==> src/rtl/rv_ctrl_pkg.sv <==
// ---------------------------------------------------------------------------
// rv_ctrl_pkg
// Shared definitions for the RV32I multi-cycle control sequencer:
//   - major opcode values of the supported instruction classes
//   - FSM state encoding (also exported on the debug 'state' port)
//   - ALU operation selector encoding
//   - instruction-class enum and small per-class helper functions
// No ports (package).
// ---------------------------------------------------------------------------
package rv_ctrl_pkg;

    // Major opcodes, instr[6:0]
    localparam logic [6:0] OP_R      = 7'b0110011;
    localparam logic [6:0] OP_I      = 7'b0010011;
    localparam logic [6:0] OP_LOAD   = 7'b0000011;
    localparam logic [6:0] OP_STORE  = 7'b0100011;
    localparam logic [6:0] OP_BRANCH = 7'b1100011;

    // Sequencer states; the numeric values are visible on the debug port
    typedef enum logic [2:0] {
        ST_IDLE      = 3'd0,
        ST_FETCH     = 3'd1,
        ST_DECODE    = 3'd2,
        ST_EXECUTE   = 3'd3,
        ST_MEMORY    = 3'd4,
        ST_WRITEBACK = 3'd5,
        ST_TRAP      = 3'd6
    } state_t;

    // ALU operation selector driven to the datapath
    localparam logic [1:0] ALUOP_ADD   = 2'b00;
    localparam logic [1:0] ALUOP_CMP   = 2'b01;
    localparam logic [1:0] ALUOP_FUNCT = 2'b10;

    // Instruction class latched in DECODE; CLS_NONE marks an unsupported opcode
    typedef enum logic [2:0] {
        CLS_NONE   = 3'd0,
        CLS_R      = 3'd1,
        CLS_I      = 3'd2,
        CLS_LOAD   = 3'd3,
        CLS_STORE  = 3'd4,
        CLS_BRANCH = 3'd5
    } instr_class_t;

    // ALU operation used by each class in EXECUTE
    function automatic logic [1:0] class_alu_op(input instr_class_t cls);
        logic [1:0] op;
        case (cls)
            CLS_R, CLS_I:        op = ALUOP_FUNCT;
            CLS_BRANCH:          op = ALUOP_CMP;
            default:             op = ALUOP_ADD;
        endcase
        return op;
    endfunction

    // Classes whose second ALU operand is the immediate rather than rs2
    function automatic logic class_uses_imm(input instr_class_t cls);
        return (cls == CLS_I) || (cls == CLS_LOAD) || (cls == CLS_STORE);
    endfunction

endpackage

==> src/rtl/instr_class_decode.sv <==
// ---------------------------------------------------------------------------
// instr_class_decode
// Purely combinational opcode classifier for the multi-cycle sequencer.
// Ports:
//   opcode  in   7  instr[6:0] from the instruction register
//   iclass  out  3  instruction class (CLS_NONE when unsupported)
//   legal   out  1  1 when the opcode belongs to a supported class
// ---------------------------------------------------------------------------
module instr_class_decode
    import rv_ctrl_pkg::*;
(
    input  logic [6:0]   opcode,
    output instr_class_t iclass,
    output logic         legal
);

    always_comb begin
        iclass = CLS_NONE;
        legal  = 1'b1;
        case (opcode)
            OP_R:      iclass = CLS_R;
            OP_I:      iclass = CLS_I;
            OP_LOAD:   iclass = CLS_LOAD;
            OP_STORE:  iclass = CLS_STORE;
            OP_BRANCH: iclass = CLS_BRANCH;
            default:   legal  = 1'b0;
        endcase
    end

endmodule

==> src/rtl/multicycle_ctrl_fsm.sv <==
// ---------------------------------------------------------------------------
// multicycle_ctrl_fsm
// Multi-cycle sequencer for the RV32I datapath. Steps each instruction through
// FETCH / DECODE / EXECUTE / MEMORY / WRITEBACK over a single shared memory
// port, drives the datapath strobes, handshakes with memory (mem_req /
// mem_ready) and traps on an unsupported opcode or a memory timeout.
// Parameters:
//   MEM_TIMEOUT  max wait cycles for mem_ready per access (0 = never time out)
//   CNT_W        width of retire_count
// Ports:
//   clk, rst_n          clock (rising edge), asynchronous active-low reset
//   opcode       in  7  instr[6:0], sampled in DECODE
//   branch_taken in  1  ALU compare result, used in EXECUTE
//   mem_ready    in  1  memory completes the current access this cycle
//   mem_req/mem_we/iord out  memory request, write qualifier, address select
//   ir_write/pc_write/pc_src/alu_src/alu_op/mem_to_reg/reg_write out
//                       datapath strobes
//   illegal/timeout out sticky trap causes
//   retire_count    out retired-instruction counter (wraps)
//   state           out current state, for debug
// ---------------------------------------------------------------------------
module multicycle_ctrl_fsm
    import rv_ctrl_pkg::*;
#(
    parameter int MEM_TIMEOUT = 16,
    parameter int CNT_W       = 32
)
(
    input  logic             clk,
    input  logic             rst_n,
    input  logic [6:0]       opcode,
    input  logic             branch_taken,
    input  logic             mem_ready,
    output logic             mem_req,
    output logic             mem_we,
    output logic             iord,
    output logic             ir_write,
    output logic             pc_write,
    output logic             pc_src,
    output logic             alu_src,
    output logic [1:0]       alu_op,
    output logic             mem_to_reg,
    output logic             reg_write,
    output logic             illegal,
    output logic             timeout,
    output logic [CNT_W-1:0] retire_count,
    output logic [2:0]       state
);

    // The wait counter only has to reach MEM_TIMEOUT; with the timeout
    // disabled it never moves, so a single bit is enough.
    localparam int WAIT_W = (MEM_TIMEOUT > 0) ? $clog2(MEM_TIMEOUT + 1) : 1;
    localparam logic [WAIT_W-1:0] WAIT_LIMIT = WAIT_W'(MEM_TIMEOUT);

    state_t             cur_state;
    state_t             next_state;
    instr_class_t       cls_q;
    instr_class_t       dec_class;
    logic               dec_legal;
    logic [WAIT_W-1:0]  wait_cnt;
    logic               wait_expired;
    logic               in_mem_access;
    logic               retire;
    logic               set_illegal;
    logic               set_timeout;

    instr_class_decode u_decode (
        .opcode (opcode),
        .iclass (dec_class),
        .legal  (dec_legal)
    );

    assign state         = cur_state;
    assign in_mem_access = (cur_state == ST_FETCH) || (cur_state == ST_MEMORY);

    // The counter holds the number of cycles already spent waiting, so the
    // access may still complete in the cycle where it equals the limit;
    // only a missing ready in that cycle traps.
    assign wait_expired = (MEM_TIMEOUT > 0) && (wait_cnt == WAIT_LIMIT);

    always_comb begin
        next_state  = cur_state;
        mem_req     = 1'b0;
        mem_we      = 1'b0;
        iord        = 1'b0;
        ir_write    = 1'b0;
        pc_write    = 1'b0;
        pc_src      = 1'b0;
        alu_src     = 1'b0;
        alu_op      = ALUOP_ADD;
        mem_to_reg  = 1'b0;
        reg_write   = 1'b0;
        retire      = 1'b0;
        set_illegal = 1'b0;
        set_timeout = 1'b0;

        case (cur_state)
            ST_IDLE: begin
                next_state = ST_FETCH;
            end

            ST_FETCH: begin
                mem_req = 1'b1;
                if (mem_ready) begin
                    ir_write   = 1'b1;
                    pc_write   = 1'b1;
                    next_state = ST_DECODE;
                end else if (wait_expired) begin
                    set_timeout = 1'b1;
                    next_state  = ST_TRAP;
                end
            end

            ST_DECODE: begin
                if (dec_legal) begin
                    next_state = ST_EXECUTE;
                end else begin
                    set_illegal = 1'b1;
                    next_state  = ST_TRAP;
                end
            end

            ST_EXECUTE: begin
                alu_src = class_uses_imm(cls_q);
                alu_op  = class_alu_op(cls_q);
                case (cls_q)
                    CLS_R, CLS_I:         next_state = ST_WRITEBACK;
                    CLS_LOAD, CLS_STORE:  next_state = ST_MEMORY;
                    CLS_BRANCH: begin
                        pc_write   = branch_taken;
                        pc_src     = 1'b1;
                        retire     = 1'b1;
                        next_state = ST_FETCH;
                    end
                    // Unreachable: DECODE never lets an unsupported class through
                    default: begin
                        set_illegal = 1'b1;
                        next_state  = ST_TRAP;
                    end
                endcase
            end

            ST_MEMORY: begin
                mem_req = 1'b1;
                iord    = 1'b1;
                mem_we  = (cls_q == CLS_STORE);
                if (mem_ready) begin
                    if (cls_q == CLS_STORE) begin
                        retire     = 1'b1;
                        next_state = ST_FETCH;
                    end else begin
                        next_state = ST_WRITEBACK;
                    end
                end else if (wait_expired) begin
                    set_timeout = 1'b1;
                    next_state  = ST_TRAP;
                end
            end

            ST_WRITEBACK: begin
                reg_write  = 1'b1;
                mem_to_reg = (cls_q == CLS_LOAD);
                retire     = 1'b1;
                next_state = ST_FETCH;
            end

            ST_TRAP: begin
                next_state = ST_TRAP;
            end

            default: begin
                next_state = ST_IDLE;
            end
        endcase
    end

    always_ff @(posedge clk or negedge rst_n) begin
        if (!rst_n) begin
            cur_state <= ST_IDLE;
        end else begin
            cur_state <= next_state;
        end
    end

    // The class is captured once in DECODE so later states do not depend on
    // the IR opcode field staying stable.
    always_ff @(posedge clk or negedge rst_n) begin
        if (!rst_n) begin
            cls_q <= CLS_NONE;
        end else if (cur_state == ST_DECODE) begin
            cls_q <= dec_class;
        end
    end

    // Any state change clears the counter, which covers entry into FETCH and
    // MEMORY; outside those two states it simply stays at zero.
    always_ff @(posedge clk or negedge rst_n) begin
        if (!rst_n) begin
            wait_cnt <= '0;
        end else if (next_state != cur_state) begin
            wait_cnt <= '0;
        end else if (in_mem_access && !mem_ready && (wait_cnt != WAIT_LIMIT)) begin
            wait_cnt <= wait_cnt + 1'b1;
        end
    end

    always_ff @(posedge clk or negedge rst_n) begin
        if (!rst_n) begin
            illegal <= 1'b0;
            timeout <= 1'b0;
        end else begin
            illegal <= illegal | set_illegal;
            timeout <= timeout | set_timeout;
        end
    end

    always_ff @(posedge clk or negedge rst_n) begin
        if (!rst_n) begin
            retire_count <= '0;
        end else if (retire) begin
            retire_count <= retire_count + CNT_W'(1);
        end
    end

endmodule

==> config.mk <==
export PLATFORM = sky130hd
export DESIGN_NAME = multicycle_ctrl_fsm
export DESIGN_NICKNAME = d
export VERILOG_FILES = /design/src/rtl/rv_ctrl_pkg.sv /design/src/rtl/instr_class_decode.sv /design/src/rtl/multicycle_ctrl_fsm.sv
export SDC_FILE = /design/constraint.sdc
export NUM_CORES = 1
export LEC_CHECK = 0
export CORE_MARGIN = 2
export CORE_UTILIZATION = 40
export CTS_BUF_LIST = sky130_fd_sc_hd__clkbuf_8
export CTS_CLUSTER_DIAMETER = 100
export DETAILED_ROUTE_END_ITERATION = 12
export DONT_BUFFER_PORTS = 1
export PLACE_DENSITY = 0.58
export SETUP_SLACK_MARGIN = 0.3
export SKIP_CTS_REPAIR_TIMING = 1
export SYNTH_ARGS = -nofsm -noshare
export SYNTH_HDL_FRONTEND = slang
export SYNTH_SLANG_ARGS = --single-unit
==> constraint.sdc <==
create_clock -name clk -period 3.83 [get_ports clk]
set_input_delay 1.149 -clock clk [delete_from_list [all_inputs] [get_ports clk]]
set_output_delay 1.149 -clock clk [all_outputs]
set_load 0.01 [all_outputs]
Word level (Yosys, flattened, before mapping)
Cells that the tools add are included.
{ "classes": {"n_mux": 34, "n_eq_ne": 19, "add_sub_neg": 2, "reduce_logical": 14, "n_bitwise": 2} }
{ "op_table": {"columns": ["operator", "count"], "rows": [
  ["adder 32 x 1 -> 32 bit (second input constant)", 1],
  ["two-way mux 1 bit", 19],
  ["one-hot mux 3 bit (6 select lines)", 1],
  ["== test 3 bit (second input constant)", 5],
  ["two-way mux 3 bit", 5],
  ["one-hot mux 3 bit (5 select lines)", 1],
  ["== test 7 x 6 -> 1 bit (second input constant)", 2],
  ["== test 3 x 2 -> 1 bit (second input constant)", 4],
  ["two-way mux 5 bit", 2],
  ["OR reduction 5 bit", 2],
  ["one-hot mux 3 bit (3 select lines)", 1],
  ["OR reduction 2 bit", 4],
  ["== test 7 x 2 -> 1 bit (second input constant)", 1],
  ["== test 7 x 5 -> 1 bit (second input constant)", 1],
  ["== test 7 bit (second input constant)", 1],
  ["== test 3 x 1 -> 1 bit (second input constant)", 2],
  ["adder 5 x 1 -> 5 bit (second input constant)", 1],
  ["== test 5 bit (second input constant)", 1],
  ["!= test 5 bit (second input constant)", 1],
  ["one-hot mux 1 bit (2 select lines)", 2],
  ["one-hot mux 2 bit (2 select lines)", 1],
  ["logical NOT 3 bit", 1],
  ["logical OR 1 bit", 3],
  ["!= test 3 bit", 1],
  ["other kinds (6)", 8]
]} }
{ "word_totals": {"output_inout_bits": 48, "input_bits": 11, "wordCells": 77, "register_bits": 45} }

Logic depth before layout (Yosys ltp)
Gate-level depths: netlist (run 1).
{ "depth": {"depth_word": 7, "depth_mapped": 7, "mapped_depth_nobuf": 7} }

Hierarchy
Synthesis (run 1) repeated with hierarchy kept, for this count alone.
{ "unflattened": {"hier_cells": 247, "area_unflattened_um2": 2487.4} }
{ "by_module_without_submodules": {"columns": ["mod", "instances", "area_each_um2", "seq_area_each_um2", "cells_per_inst"], "rows": [
  ["multicycle_ctrl_fsm", 1, 2431.1, 1126.1, 237],
  ["instr_class_decode", 1, 56.3, 0.0, 10]
]} }

Least setup slack after synthesis (run 1)
Ideal clock, no wire load.
{ "synth_path": {"path_kind": "input -> output", "start": "input port mem_ready", "end": "output port pc_write", "arrival_time_ps": 1806, "t_required_ps": 2681, "path_buffers": 1, "path_stages": 4, "slack_ps": 875, "path_cell_list": "buf_4 nor2b_1 and2_1 a21o_1"} }
{ "synth_between": {"elab_chain_cells": 2} }
{ "synth_rtl": {"columns": ["element", "line_no", "source"], "rows": [
  ["start: declaration", "multicycle_ctrl_fsm.sv:33", "input logic mem_ready,"],
  ["two-way mux 1 bit", "multicycle_ctrl_fsm.sv:104", "if (mem_ready) begin"],
  ["one-hot mux 1 bit (2 select lines)", "multicycle_ctrl_fsm.sv:97", "case (cur_state)"],
  ["end: declaration", "multicycle_ctrl_fsm.sv:38", "output logic pc_write,"]
]} }
Every way passes these cells.

Worst setup path after layout (run 1)
{ "layout_path": {"start": "register cur_state[1] (netlist: state[1])", "end": "output port mem_to_reg"} }
{ "layout_between": {"elab_chain_cells": 2} }
{ "layout_rtl": {"columns": ["element", "line_no", "source"], "rows": [
  ["start: declaration", "multicycle_ctrl_fsm.sv:55", "state_t cur_state;"],
  ["start signal: assignment", "multicycle_ctrl_fsm.sv:181", "cur_state <= next_state;"],
  ["== test 3 bit", "multicycle_ctrl_fsm.sv:97", null],
  ["two-way mux 1 bit", "multicycle_ctrl_fsm.sv:97", null],
  ["end: declaration", "multicycle_ctrl_fsm.sv:42", "output logic mem_to_reg,"]
]} }
Every way passes these cells.

==> qor.yml, run 1 <==
timing:
  slew_viol_final: 0
  hold_viol: 0
  setup_viol: 0
  skew_ps: 4.34
  period_needed_ps: 2930
  fin_crit_sh: 0.764
  fmax_mhz: 342
  tightest_slew_ps: 683
  slew-limit-headroom: 0.545
  tns_ps: 0
  setup_ws_ps: 905
  rsz0062_at_grt: "no"
setup_path:
  endpoint_kind: "output pin"
  r2r_end: "retire_count[13]"
  path_class: "reg2out"
  max_stage_delay_ps: 640
  crit_fanout: 18
  start_kind: "register"
  slowest_stage: "dfrtp_1"
  critPathRequiredTime_ps: 2680
  reg2reg_from: "state[1]"
  r2r_slack_ps: 1600
  path_cells: "nand2b_2, nor4_1"
  cp_data_arrival_time_ps: 1780
  r2r_cells: 5
synthesis:
  synthMuxAreaShare: 0.0169
  synth_top_cell_area_share: 0.446
  synth_area_leaders: "dfrtp_1 (45%), xor2_1 (7.6%), xnor2_1 (4.9%)"
  synth_fp_nets: 267
  synth_cell_types: 52
  synth_xor_area_frac: 0.131
  synth_top_family_by_area: "simple AND/OR/NAND/NOR gates"
  synthTopCellsByCount: "dfrtp_1 (45), nor2_1 (22), xor2_1 (22), nand2_1 (19), nor3_1 (19)"
  synth-simple-area-share: 0.250
  synth-edff-count: 0
  synth_seq_cells: 45
  synth-compound-area-share: 0.0952
  ys_seq_area_frac: 0.446
  synth_fa_ha_area_frac: 0.0149
  syn_avg_cell_area_um2: 9.97
  synth.most_common_cell: "dfrtp_1"
  synth_area_leader_cell: "dfrtp_1"
  synth_ff_type: "dfrtp_1"
  ys_warn_count: 0
  syn-instance-count: 253
  async_flop_share: 1.00
  synthesis.area_um2: 2520
die:
  coreArea_um2: 6030
  io_pins: 59
  fp.dieArea_um2: 6960
  die_h_um: 83.4
  die_w_um: 83.4
  initial_utilization: 0.419
  rows: 28
drt:
  drcViolationCount: 0
  vias_per_cell: 5.40
  antenna_left: 0
  first_iter_violations: 102
  wirelength_um: 5250
  drt_pass1_iterations: 4
  wl_per_cell_um: 16.0
  vias: 1771
global_routing:
  grt_pass1_wl_um: 8910
  grt_pass1_vias: 1738
  grt_overflow_total: 0
  grt_usage: 0.155
  antenna_found_initial: 0
  grt_max_degree: 46
clocking:
  clock_sinks: 45
  clk_path_buf_depth: 2
  root_buffer: "clkbuf_8"
  cts_buffers: 5
  worstSkewPairLatency_ps: 290
  cts_max_level: 2
  path_clk_slew_ps: 90
  cts_tree: "done"
worst_hold_path:
  hold_path_class: "reg2reg"
  holdPathEnd: "retire_count[31]"
  holdCritStartpoint: "retire_count[31]"
  whs_path_depth: 1
layout:
  area_growth_pct: 6.00
  fin_nets: 266
  nFillCells: 602
  drive_gt1_frac: 0.115
  antenna_cells: 0
placement:
  place_congestion: 0.823
  numPortBuffers: 0
  dp_hpwl_um: 3820
  dpl_worst_slack_ps: 942
job:
  cap_violations: 0
power_and_ir_drop:
  p_leak_nw: 1.12
  powerDensity_nw_per_um2: 557
  ir_worst_vdd_mv: 0.318
status:
  status: "complete, no violations"
==> stage by stage <==
step	hold WS (ps)	instance area [um^2]	cells	utilization	power, W
floorplan	493	2520	253	-	0.00106
global placement	517	2560	320	0.425	0.00113
detailed placement	521	2560	320	0.425	0.00113
CTS	533	2680	328	0.444	0.00151
global route	525	2680	328	0.444	0.00161
finish	532	2680	328	0.444	0.00149
==> worst max path at each step <==
stage	startpoint	end	slack (ps)	cells after the start
2_1_floorplan	mem_ready	pc_write	880	4
3_3_place_gp	mem_ready	pc_write	950	3
3_5_place_dp	mem_ready	pc_write	940	3
4_1_cts	state[1]	mem_to_reg	890	2
5_1_grt	state[1]	mem_to_reg	770	2
6_report	state[1]	mem_to_reg	900	2
==> registers in the layout, indices dropped and copies added, names as in the netlist <==
name	flops
retire_count	32
wait_cnt	5
illegal	1
state	3
timeout	1
cls_q	3
==> per-layer routing <==
metal,part of all wire,vias to the layer above,routed length (um),global-route usage
li1,-,864,-,-
met1,0.46,860,2400,0.211
met2,0.46,45,2390,0.240
met3,0.081,2,426,0.0606
met4,0.0051,0,27,0.0264
met5,0,-,0,0
==> kinds of logic after synthesis <==
kind of cell    Yosys count
compound gates           33
fa+ha+maj                 3
flops                    45
mux                       4
simple gates            108
buf+inv                  23
xor+xnor                 37
==> placed cells by master (no fill, tap or decap), drive strengths merged, types with 2 or more instances in the layout <==
cell type,n
a21boi,2
a21o,4
a21oi,8
and2,2
and4,2
clkbuf,6
dfrtp,45
ha,3
inv,16
mux2,2
mux2i,2
nand2,19
nand2b,5
nand3,11
nand3b,4
nand4,6
nand4bb,2
nor2,22
nor2b,2
nor3,19
nor4,4
o2111ai,3
o21ai,9
o31ai,2
or2,3
xnor2,15
xor2,22
==> report_power, final <==
part	switching (W)	internal, W
Clock	0.000158	0.000210
Sequential	0.000162	0.000537
Combinational	0.000245	0.000178
Total	0.000565	0.000926
==> worst max-delay path: cells and delay by family, from the launching register on <==
family,cells,cell delay (ps)
and+or+nand+nor,2,840
DFF,1,640
==> final cells by class <==
type | count | area (um^2) | area share
multi-input cells | 185 | 1280 | 0.479
flip-flops and latches | 45 | 1130 | 0.421
well taps | 75 | 93.8 | 0.0351
clock buffers | 6 | 82.6 | 0.0309
inverters | 15 | 56.3 | 0.0210
clock inverters | 2 | 33.8 | 0.0126
Power figures use the tool's default switching activity.
==> run 2, diff against run 1 <==
- PLACE_DENSITY: 0.58 -> 0.6
- clock period: 3.83 -> 2.64 ns (I/O delays scaled with it)
==> qor.yml, run 2 (synthesis gave the netlist of run 1 again) <==
drt:
  antenna_left: 0
  vias_per_cell: 5.48
  drcViolationCount: 0
  drt_pass1_iterations: 4
  first_iter_violations: 92
  vias: 1799
  wl_per_cell_um: 15.5
  wirelength_um: 5100
layout:
  multi_input_area_um2: 1290
  antenna_cells: 0
  final_common_cell: "dfrtp_1"
  drive_gt1_frac: 0.142
  seqCellArea_um2: 1130
  fin_nets: 267
  top_regs: "retire_count x32, wait_cnt x5"
  nFillCells: 579
  regMostFlops: "retire_count"
  largest_reg_flops: 32
  layout_common_cells: "dfrtp_1 (41), nor2_1 (22), xor2_1 (22)"
  final_core_util: 0.443
  area_growth_pct: 5.75
placement:
  numPortBuffers: 0
  dp_hpwl_um: 3670
  dpl_worst_slack_ps: 528
  place_congestion: 0.853
timing:
  fin_crit_sh: 0.885
  tightest_slew_ps: 595
  fmax_mhz: 428
  period_needed_ps: 2340
  holdWs_ps: 185
  setup_ws_ps: 303
  slew-limit-headroom: 0.603
  tns_ps: 0
  slew_viol_final: 0
  hold_viol: 0
  rsz0062_at_grt: "yes"
  setup_viol: 0
  skew_ps: 3.76
global_routing:
  antenna_found_initial: 0
  grt_usage: 0.154
  grt_max_degree: 46
  grt_pass1_vias: 1780
  grt_overflow_total: 0
  grt_pass1_wl_um: 8780
setup_path:
  cp_data_arrival_time_ps: 1550
  critPathTopFamily: "flip-flops"
  critPathRequiredTime_ps: 1850
  endpoint_kind: "output pin"
  max_stage_delay_ps: 510
  path_class: "reg2out"
  crit_fanout: 12
  critPathBufInv: 1
  slowest_stage: "dfrtp_2"
  path_cells: "and2b_2, nand3_4, inv_2, a21o_1"
  start_kind: "register"
power_and_ir_drop:
  power_w: 0.00209
  powerDensity_nw_per_um2: 783
  p_leak_nw: 1.10
  ir_worst_vdd_mv: 0.487
worst_hold_path:
  hold_path_class: "in2async"
die:
  rows: 28
  initial_utilization: 0.419
  die_w_um: 83.4
  die_h_um: 83.4
  coreArea_um2: 6030
  io_pins: 59
  fp.dieArea_um2: 6960
clocking:
  clk_path_buf_depth: 2
  clock_sinks: 45
  cts_max_level: 2
  cts_tree: "done"
  cts_buffers: 5
  root_buffer: "clkbuf_8"
  path_clk_slew_ps: 80
  worstSkewPairLatency_ps: 290
job:
  cap_violations: 0
status:
  status: "complete, no violations"
[run 2: changes by cell type in the layout (fill, tap and decap cells not counted), sizes merged]
cell	change
buf	+1
bufinv	-1
[run 2: per-stage QoR]
| stage | std cells | area [um^2] |
|---|---|---|
| 2_1_floorplan | 253 | 2520 |
| 3_3_place_gp | 321 | 2570 |
| 3_5_place_dp | 321 | 2570 |
| 4_1_cts | 328 | 2650 |
| 5_1_grt | 328 | 2670 |
| 6_report | 328 | 2670 |
[run 2: path summary, 6_finish.rpt]
kind                                  startpoint          endpoint  slack [ps]  cells after the start
max in group asynchronous                  rst_n          state[0]        2360                      0
worst min register to register           timeout           timeout         530                      1
worst max-delay path                    state[2]          pc_write         300                      4
worst min-delay path                       rst_n   retire_count[6]         190                      0
worst max register to register  retire_count[13]  retire_count[31]         640                      5
min in group clk                         timeout           timeout         530                      1
[run 2: report_power, final]
part	switching [W]	total (W)	internal (W)
clock	0.000228	0.000432	0.000204
sequential	0.000214	0.00100	0.000786
combinational	0.000386	0.000657	0.000271
total	0.000829	0.00209	0.00126
[run 2: layout make-up]
class                   count  area share
well taps                  75      0.0352
repair buffers              1     0.00281
multi-input cells         185       0.485
flip-flops and latches     45       0.424
clock inverters             1     0.00141
inverters                  15      0.0211
clock buffers               6      0.0309
[run 2: metal layers]
| layer | share of wire | GRT usage |
|---|---|---|
| met4 | 0.0071 | 0.0440 |
| met3 | 0.057 | 0.0447 |
| met5 | 0 | 0 |
| met1 | 0.48 | 0.204 |
| met2 | 0.46 | 0.244 |
